--- src/rtl/en_tick_gen_pkg.sv ---
// Shared types and constants for the enable tick generator.
// State encoding and divisor floor used by en_tick_gen.
package tick_gen_pkg;

  typedef enum logic [1:0] {
    IDLE = 2'b00,
    RUN  = 2'b01,
    DONE = 2'b10
  } state_t;

  localparam int unsigned DIV_MIN = 2;

  function automatic int unsigned clamp_div(
    input int unsigned d
  );
    return (d < DIV_MIN) ? DIV_MIN : d;
  endfunction

endpackage

--- src/rtl/en_tick_gen_mod_m_counter.sv ---
// Modulo counter with sync clear and enable; max_tick
// is high while the count sits at mod_val-1.
module mod_m_counter #(
  parameter int N = 4
) (
  input  logic         clk,
  input  logic         reset,
  input  logic         clr,
  input  logic         en,
  input  logic [N-1:0] mod_val,
  output logic         max_tick
);

  logic [N-1:0] cnt_reg;
  logic [N-1:0] cnt_next;

  assign max_tick = (cnt_reg == (mod_val - N'(1)));

  always_comb begin
    cnt_next = cnt_reg;
    if (clr)
      cnt_next = '0;
    else if (en)
      cnt_next = max_tick ? '0 : cnt_reg + N'(1);
  end

  always_ff @(posedge clk or posedge reset) begin
    if (reset)
      cnt_reg <= '0;
    else
      cnt_reg <= cnt_next;
  end

endmodule

--- src/rtl/en_tick_gen.sv ---
// One-cycle enable strobe generator with start/stop and burst control.
// Define TICK_GEN_RUNTIME_DIV_EN to add a run-time divisor port `div`.
module en_tick_gen
  import tick_gen_pkg::*;
#(
  parameter int M  = 10,
  parameter int N  = 4,
  parameter int BW = 8
) (
  input  logic          clk,
  input  logic          reset,
  input  logic          start,
  input  logic          stop,
  input  logic          mode,
  input  logic [BW-1:0] burst_len,
`ifdef TICK_GEN_RUNTIME_DIV_EN
  input  logic [N-1:0]  div,
`endif
  output logic          tick,
  output logic          busy,
  output logic          done,
  output logic [BW-1:0] tick_cnt
);

  state_t        state_reg, state_next;
  logic          mode_reg, mode_next;
  logic [BW-1:0] len_reg, len_next;
  logic [BW-1:0] cnt_reg, cnt_next;
  logic          div_clr;
  logic          div_en;
  logic          max_tick;
  logic [N-1:0]  mod_val;

`ifdef TICK_GEN_RUNTIME_DIV_EN
  logic [N-1:0] div_reg;

  // divisor is frozen for the whole run
  always_ff @(posedge clk or posedge reset) begin
    if (reset)
      div_reg <= N'(M);
    else if (state_reg == IDLE && start && !stop)
      div_reg <= N'(clamp_div(32'(div)));
  end

  assign mod_val = div_reg;
`else
  localparam logic [N-1:0] DIV_FIX = N'(M);

  assign mod_val = DIV_FIX;
`endif

  mod_m_counter #(
    .N(N)
  ) u_div (
    .clk     (clk),
    .reset   (reset),
    .clr     (div_clr),
    .en      (div_en),
    .mod_val (mod_val),
    .max_tick(max_tick)
  );

  assign busy     = (state_reg == RUN);
  assign done     = (state_reg == DONE);
  assign tick     = busy && max_tick;
  assign tick_cnt = cnt_reg;
  assign div_en   = busy;

  always_comb begin
    state_next = state_reg;
    mode_next  = mode_reg;
    len_next   = len_reg;
    cnt_next   = cnt_reg;
    div_clr    = 1'b0;
    unique case (state_reg)
      IDLE: begin
        if (start && !stop) begin
          mode_next  = mode;
          len_next   = burst_len;
          cnt_next   = '0;
          div_clr    = 1'b1;
          state_next = (mode && burst_len == '0)
                       ? DONE : RUN;
        end
      end
      RUN: begin
        if (tick)
          cnt_next = cnt_reg + BW'(1);
        if (stop) begin
          state_next = IDLE;
          div_clr    = 1'b1;
        end else if (mode_reg && tick &&
                     cnt_reg == len_reg - BW'(1)) begin
          state_next = DONE;
        end
      end
      DONE: state_next = IDLE;
      default: state_next = IDLE;
    endcase
  end

  always_ff @(posedge clk or posedge reset) begin
    if (reset) begin
      state_reg <= IDLE;
      mode_reg  <= 1'b0;
      len_reg   <= '0;
      cnt_reg   <= '0;
    end else begin
      state_reg <= state_next;
      mode_reg  <= mode_next;
      len_reg   <= len_next;
      cnt_reg   <= cnt_next;
    end
  end

endmodule

--- config.mk ---
export PLATFORM = sky130hd
export DESIGN_NAME = en_tick_gen
export DESIGN_NICKNAME = d
export VERILOG_FILES = /design/src/rtl/en_tick_gen_pkg.sv /design/src/rtl/en_tick_gen_mod_m_counter.sv /design/src/rtl/en_tick_gen.sv
export SDC_FILE = /design/constraint.sdc
export NUM_CORES = 1
export LEC_CHECK = 0
export BUFFER_PORTS_ARGS = -buffer_cell sky130_fd_sc_hd__buf_2
export CORE_UTILIZATION = 50
export DETAILED_ROUTE_END_ITERATION = 6
export GPL_TIMING_DRIVEN = 0
export HOLD_SLACK_MARGIN = 0.08
export PLACE_DENSITY = 0.82
export SLEW_MARGIN = 20
export SYNTH_ARGS = -nofsm -noshare
export SYNTH_HDL_FRONTEND = slang
export SYNTH_SLANG_ARGS = --single-unit
--- constraint.sdc ---
create_clock -name clk -period 4.2 [get_ports clk]
set_input_delay 0.21 -clock clk [delete_from_list [all_inputs] [get_ports clk]]
set_output_delay 0.21 -clock clk [all_outputs]
set_load 0.05 [all_outputs]
==> results.tsv <==
stage	metric	value	unit
outcome	status	completed	
setup_path	end of the worst register-to-register path	state_reg[0]$_DFFE_PP0P_	
clock_tree	number of buffers created by CTS	3	
synthesis	number of warnings reported in the yosys synthesis log	0	
layout	Final nets	197	
place	post-place instance area	0.001490	mm²
place	number of port buffers	23	
setup_path	Req. time, crit path	4.43	ns
setup_path	Worst Reg-to-Reg Cells	7	
clock_tree	H-tree levels	1	
setup_path	path type of the worst setup path	reg2reg	
pwr	Power Dens Cells	374.2	mW/mm²
synthesis	async set or reset register ratio after synthesis	100.0	%
sta	RSZ-0062 raised after global routing	no	
die	top-level port count	24	
die	horizontal die dimension	53.72	µm
routing	initial detailed-routing violation count	34	
setup_path	crit path launch type	flip-flop	
routing	antenna violation net count after detailed routing	0	
layout	Post-Layout Inst Area	0.001536	mm²
clock_tree	clock sink total	23	
synthesis	Synth Register Bits	23	
setup_path	Reg2Reg Setup Slack	2.21	ns
routing	vias per cell	5.716	
pwr	leakage power of the design	0.7727	nW
global_route	maximum number of pins on one net before global-route repair	24	
sta	Hold Vio Cnt, Final	0	
global_route	number of antenna violations at the first check in global routing	0	
hold_path	hold path depth	3	
synthesis	EDFF count, synth	0	
sta	max-slew violations	0	
synthesis	largest cells by area after synthesis	sky130_fd_sc_hd__dfrtp_1 43%, sky130_fd_sc_hd__nand2_1 9.3%, sky130_fd_sc_hd__xnor2_1 4.6%	
clock_tree	CTS clock-pin slew for the worst setup and hold paths	0.13	ns
setup_path	crit end category	flip-flop	
clock_tree	post-cts hold buffer count	2	
die	Placeable Area	0.002500	mm²
place	Placer Congestion	0.7970	
die	overall die area	0.002886	mm²
run	max cap viols	0	
layout	area growth from synthesis to final layout	14.87	%
clock_tree	post-cts gate resize count	0	
synthesis	predominant post-synthesis flop cell	sky130_fd_sc_hd__dfrtp_1	
global_route	number of global-route vias before repair	1136	
synthesis	cell with the most instances after synthesis	sky130_fd_sc_hd__nand2_1	
routing	total length of routed met2 wires	1.500	mm
synthesis	share of synthesized area occupied by flip-flops and latches	43.03	%
clock_tree	setup fix buffers added after clock tree synthesis	0	
sta	total of endpoints with negative setup slack in the final report	0	
hold_path	sink of the worst hold path	len_reg[2]$_DFFE_PP0P_	
clock_tree	TritonCTS clock tree	built	
setup_path	CP Data Arrival Time	2.21	ns
sta	Min Hold Slack	0.08543	ns
routing	number of detailed-routing iterations run before antenna repair	4	
clock_tree	maximum count of clock buffers along a single path	2	
routing	Residual DRC	0	
routing	highest metal layer with signal wires	met4	
sta	clk_skew	0.009642	ns
layout	proportion of layout cells with a drive suffix above 1	18.23	%
pwr	maximum VDD drop	0.0003424	V
global_route	GRT Residual Overflow	0	
sta	highest clock rate	503.7	MHz
global_route	wire length of the first global-routing pass	4.947	mm
routing	count of vias placed by the detailed router	1206	
synthesis	Synthesized Nets	167	
synthesis	synth unique cells	38	
synthesis	list of most frequent post-synthesis cells	33 x sky130_fd_sc_hd__nand2_1, 23 x sky130_fd_sc_hd__dfrtp_1, 10 x sky130_fd_sc_hd__o21ai_0	
clock_tree	clock insertion delay at the later pin of the skew report	0.33	ns
setup_path	Reg-to-Reg Start	len_reg[0]$_DFFE_PP0P_	
sta	portion of the clock cycle consumed by the worst path in the final layout	47.27	%
setup_path	largest driver fanout on the critical path	4	
die	initial cell density of the core	53.50	%
layout	antenna diode count	0	
sta	crit path time final	1.985	ns
global_route	total global routing track utilization	24.32	%
synthesis	Post-Syn Instances	152	
sta	Fin Setup TNS	0	ns
synthesis	synthesized area	0.001338	mm²
routing	Final Routed Wirelength	2.990	mm
routing	wire per inst	14.17	µm
place	Post-DP HPWL	2.273	mm
synthesis	Mean Syn Cell Area	8.800	µm²
die	Core Rows	18	
synthesis	Synth top area share	43.03	%
die	floorplan die height	53.72	µm
hold_path	path class of the lowest-slack min-delay path	in2reg	
sta	worst-case setup margin in the final layout	2.215	ns
sta	relative max-transition margin	42.61	%
place	setup slack after placement	2.322	ns
sta	slew at the pin closest to its max-slew limit	0.8599	ns
routing	M1 WL	1.308	mm
routing	detailed-routed wire length on met3	115	µm
hold_path	worst hold start	burst_len[2]	
clock_tree	cell at the root of the clock tree	sky130_fd_sc_hd__clkbuf_4	
synthesis	leading area contributor after synthesis	sky130_fd_sc_hd__dfrtp_1	
==> per-stage QoR <==
step	power, W	instances	utilization, %
floorplan	0.0004239	152	-
global placement	0.0004581	205	59.61
detailed placement	0.0004678	205	59.61
CTS	0.0005775	211	61.46
global route	0.0006086	211	61.46
finish	0.0005750	211	61.46
==> per-layer routing <==
metal	track usage (%)	up-vias
met5	0	-
met4	10.96	0
met3	3.672	7
met2	41.98	44
met1	29.51	569
li1	-	586
==> where the power goes <==
group | switching (W) | internal, W
Clock | 0.0000691 | 0.0000373
Sequential | 0.0000403 | 0.000252
Combinational | 0.0000993 | 0.0000772
==> worst max-delay path by stage <==
stage | start | end | slack (ns) | depth (start not counted)
2_1_floorplan | len_reg[0]$_DFFE_PP0P_ | state_reg[0]$_DFFE_PP0P_ | 2.45 | 7
3_3_place_gp | len_reg[0]$_DFFE_PP0P_ | state_reg[0]$_DFFE_PP0P_ | 2.34 | 7
3_5_place_dp | len_reg[0]$_DFFE_PP0P_ | state_reg[0]$_DFFE_PP0P_ | 2.32 | 7
4_1_cts | len_reg[0]$_DFFE_PP0P_ | state_reg[0]$_DFFE_PP0P_ | 2.25 | 7
5_1_grt | len_reg[0]$_DFFE_PP0P_ | state_reg[0]$_DFFE_PP0P_ | 2.11 | 7
6_report | len_reg[0]$_DFFE_PP0P_ | state_reg[0]$_DFFE_PP0P_ | 2.21 | 7
==> final cells by class <==
type,instances,area (µm²)
sequential,23,575.6
inverter,7,31.28
buffer,3,18.77
timing repair buffer,25,135.1
clock buffer,4,26.28
fill,214,963.4
tap,30,37.54
multi-input combinational,119,711.9
==> cell families after synthesis <==
family                     count (synthesis)  synth area share, %
and+or+nand+nor                           77                30.22
AOI/OAI and AO/OA                         27                12.63
DFF                                       23                43.03
xor gates and xnor gates                  13                8.513
buffers and inverters                     10                3.742
adders and majority gates                  2                1.871
==> layout by cell type (no fill, tap or decap), types with 2 or more instances in the layout <==
cell type and n:
sky130_fd_sc_hd__o21ai_0 10, sky130_fd_sc_hd__clkbuf_1 3, sky130_fd_sc_hd__nor2b_1 4, sky130_fd_sc_hd__clkbuf_4 3
sky130_fd_sc_hd__xnor2_1 7, sky130_fd_sc_hd__nor4_1 4, sky130_fd_sc_hd__o211ai_1 2, sky130_fd_sc_hd__o21a_1 2
sky130_fd_sc_hd__or3_1 3, sky130_fd_sc_hd__and3_1 3, sky130_fd_sc_hd__dlygate4sd3_1 2, sky130_fd_sc_hd__xor2_1 6
sky130_fd_sc_hd__a21oi_1 4, sky130_fd_sc_hd__o22ai_1 3, sky130_fd_sc_hd__nor3_1 5, sky130_fd_sc_hd__nand2_1 33
sky130_fd_sc_hd__nor2_1 9, sky130_fd_sc_hd__dfrtp_1 23, sky130_fd_sc_hd__nand2b_1 2, sky130_fd_sc_hd__buf_2 23
sky130_fd_sc_hd__nand3_1 5, sky130_fd_sc_hd__ha_1 2, sky130_fd_sc_hd__inv_1 5
==> worst max-delay path, cell delays in order (launching register included) <==
cell and delay (ns):
sky130_fd_sc_hd__dfrtp_1 0.44, sky130_fd_sc_hd__inv_1 0.09, sky130_fd_sc_hd__ha_1 0.21, sky130_fd_sc_hd__nor3b_1 0.43, sky130_fd_sc_hd__a21oi_1 0.13, sky130_fd_sc_hd__a31o_1 0.22
sky130_fd_sc_hd__nor4_1 0.27, sky130_fd_sc_hd__nor2_1 0.09
(Power assumes the default switching activity.)
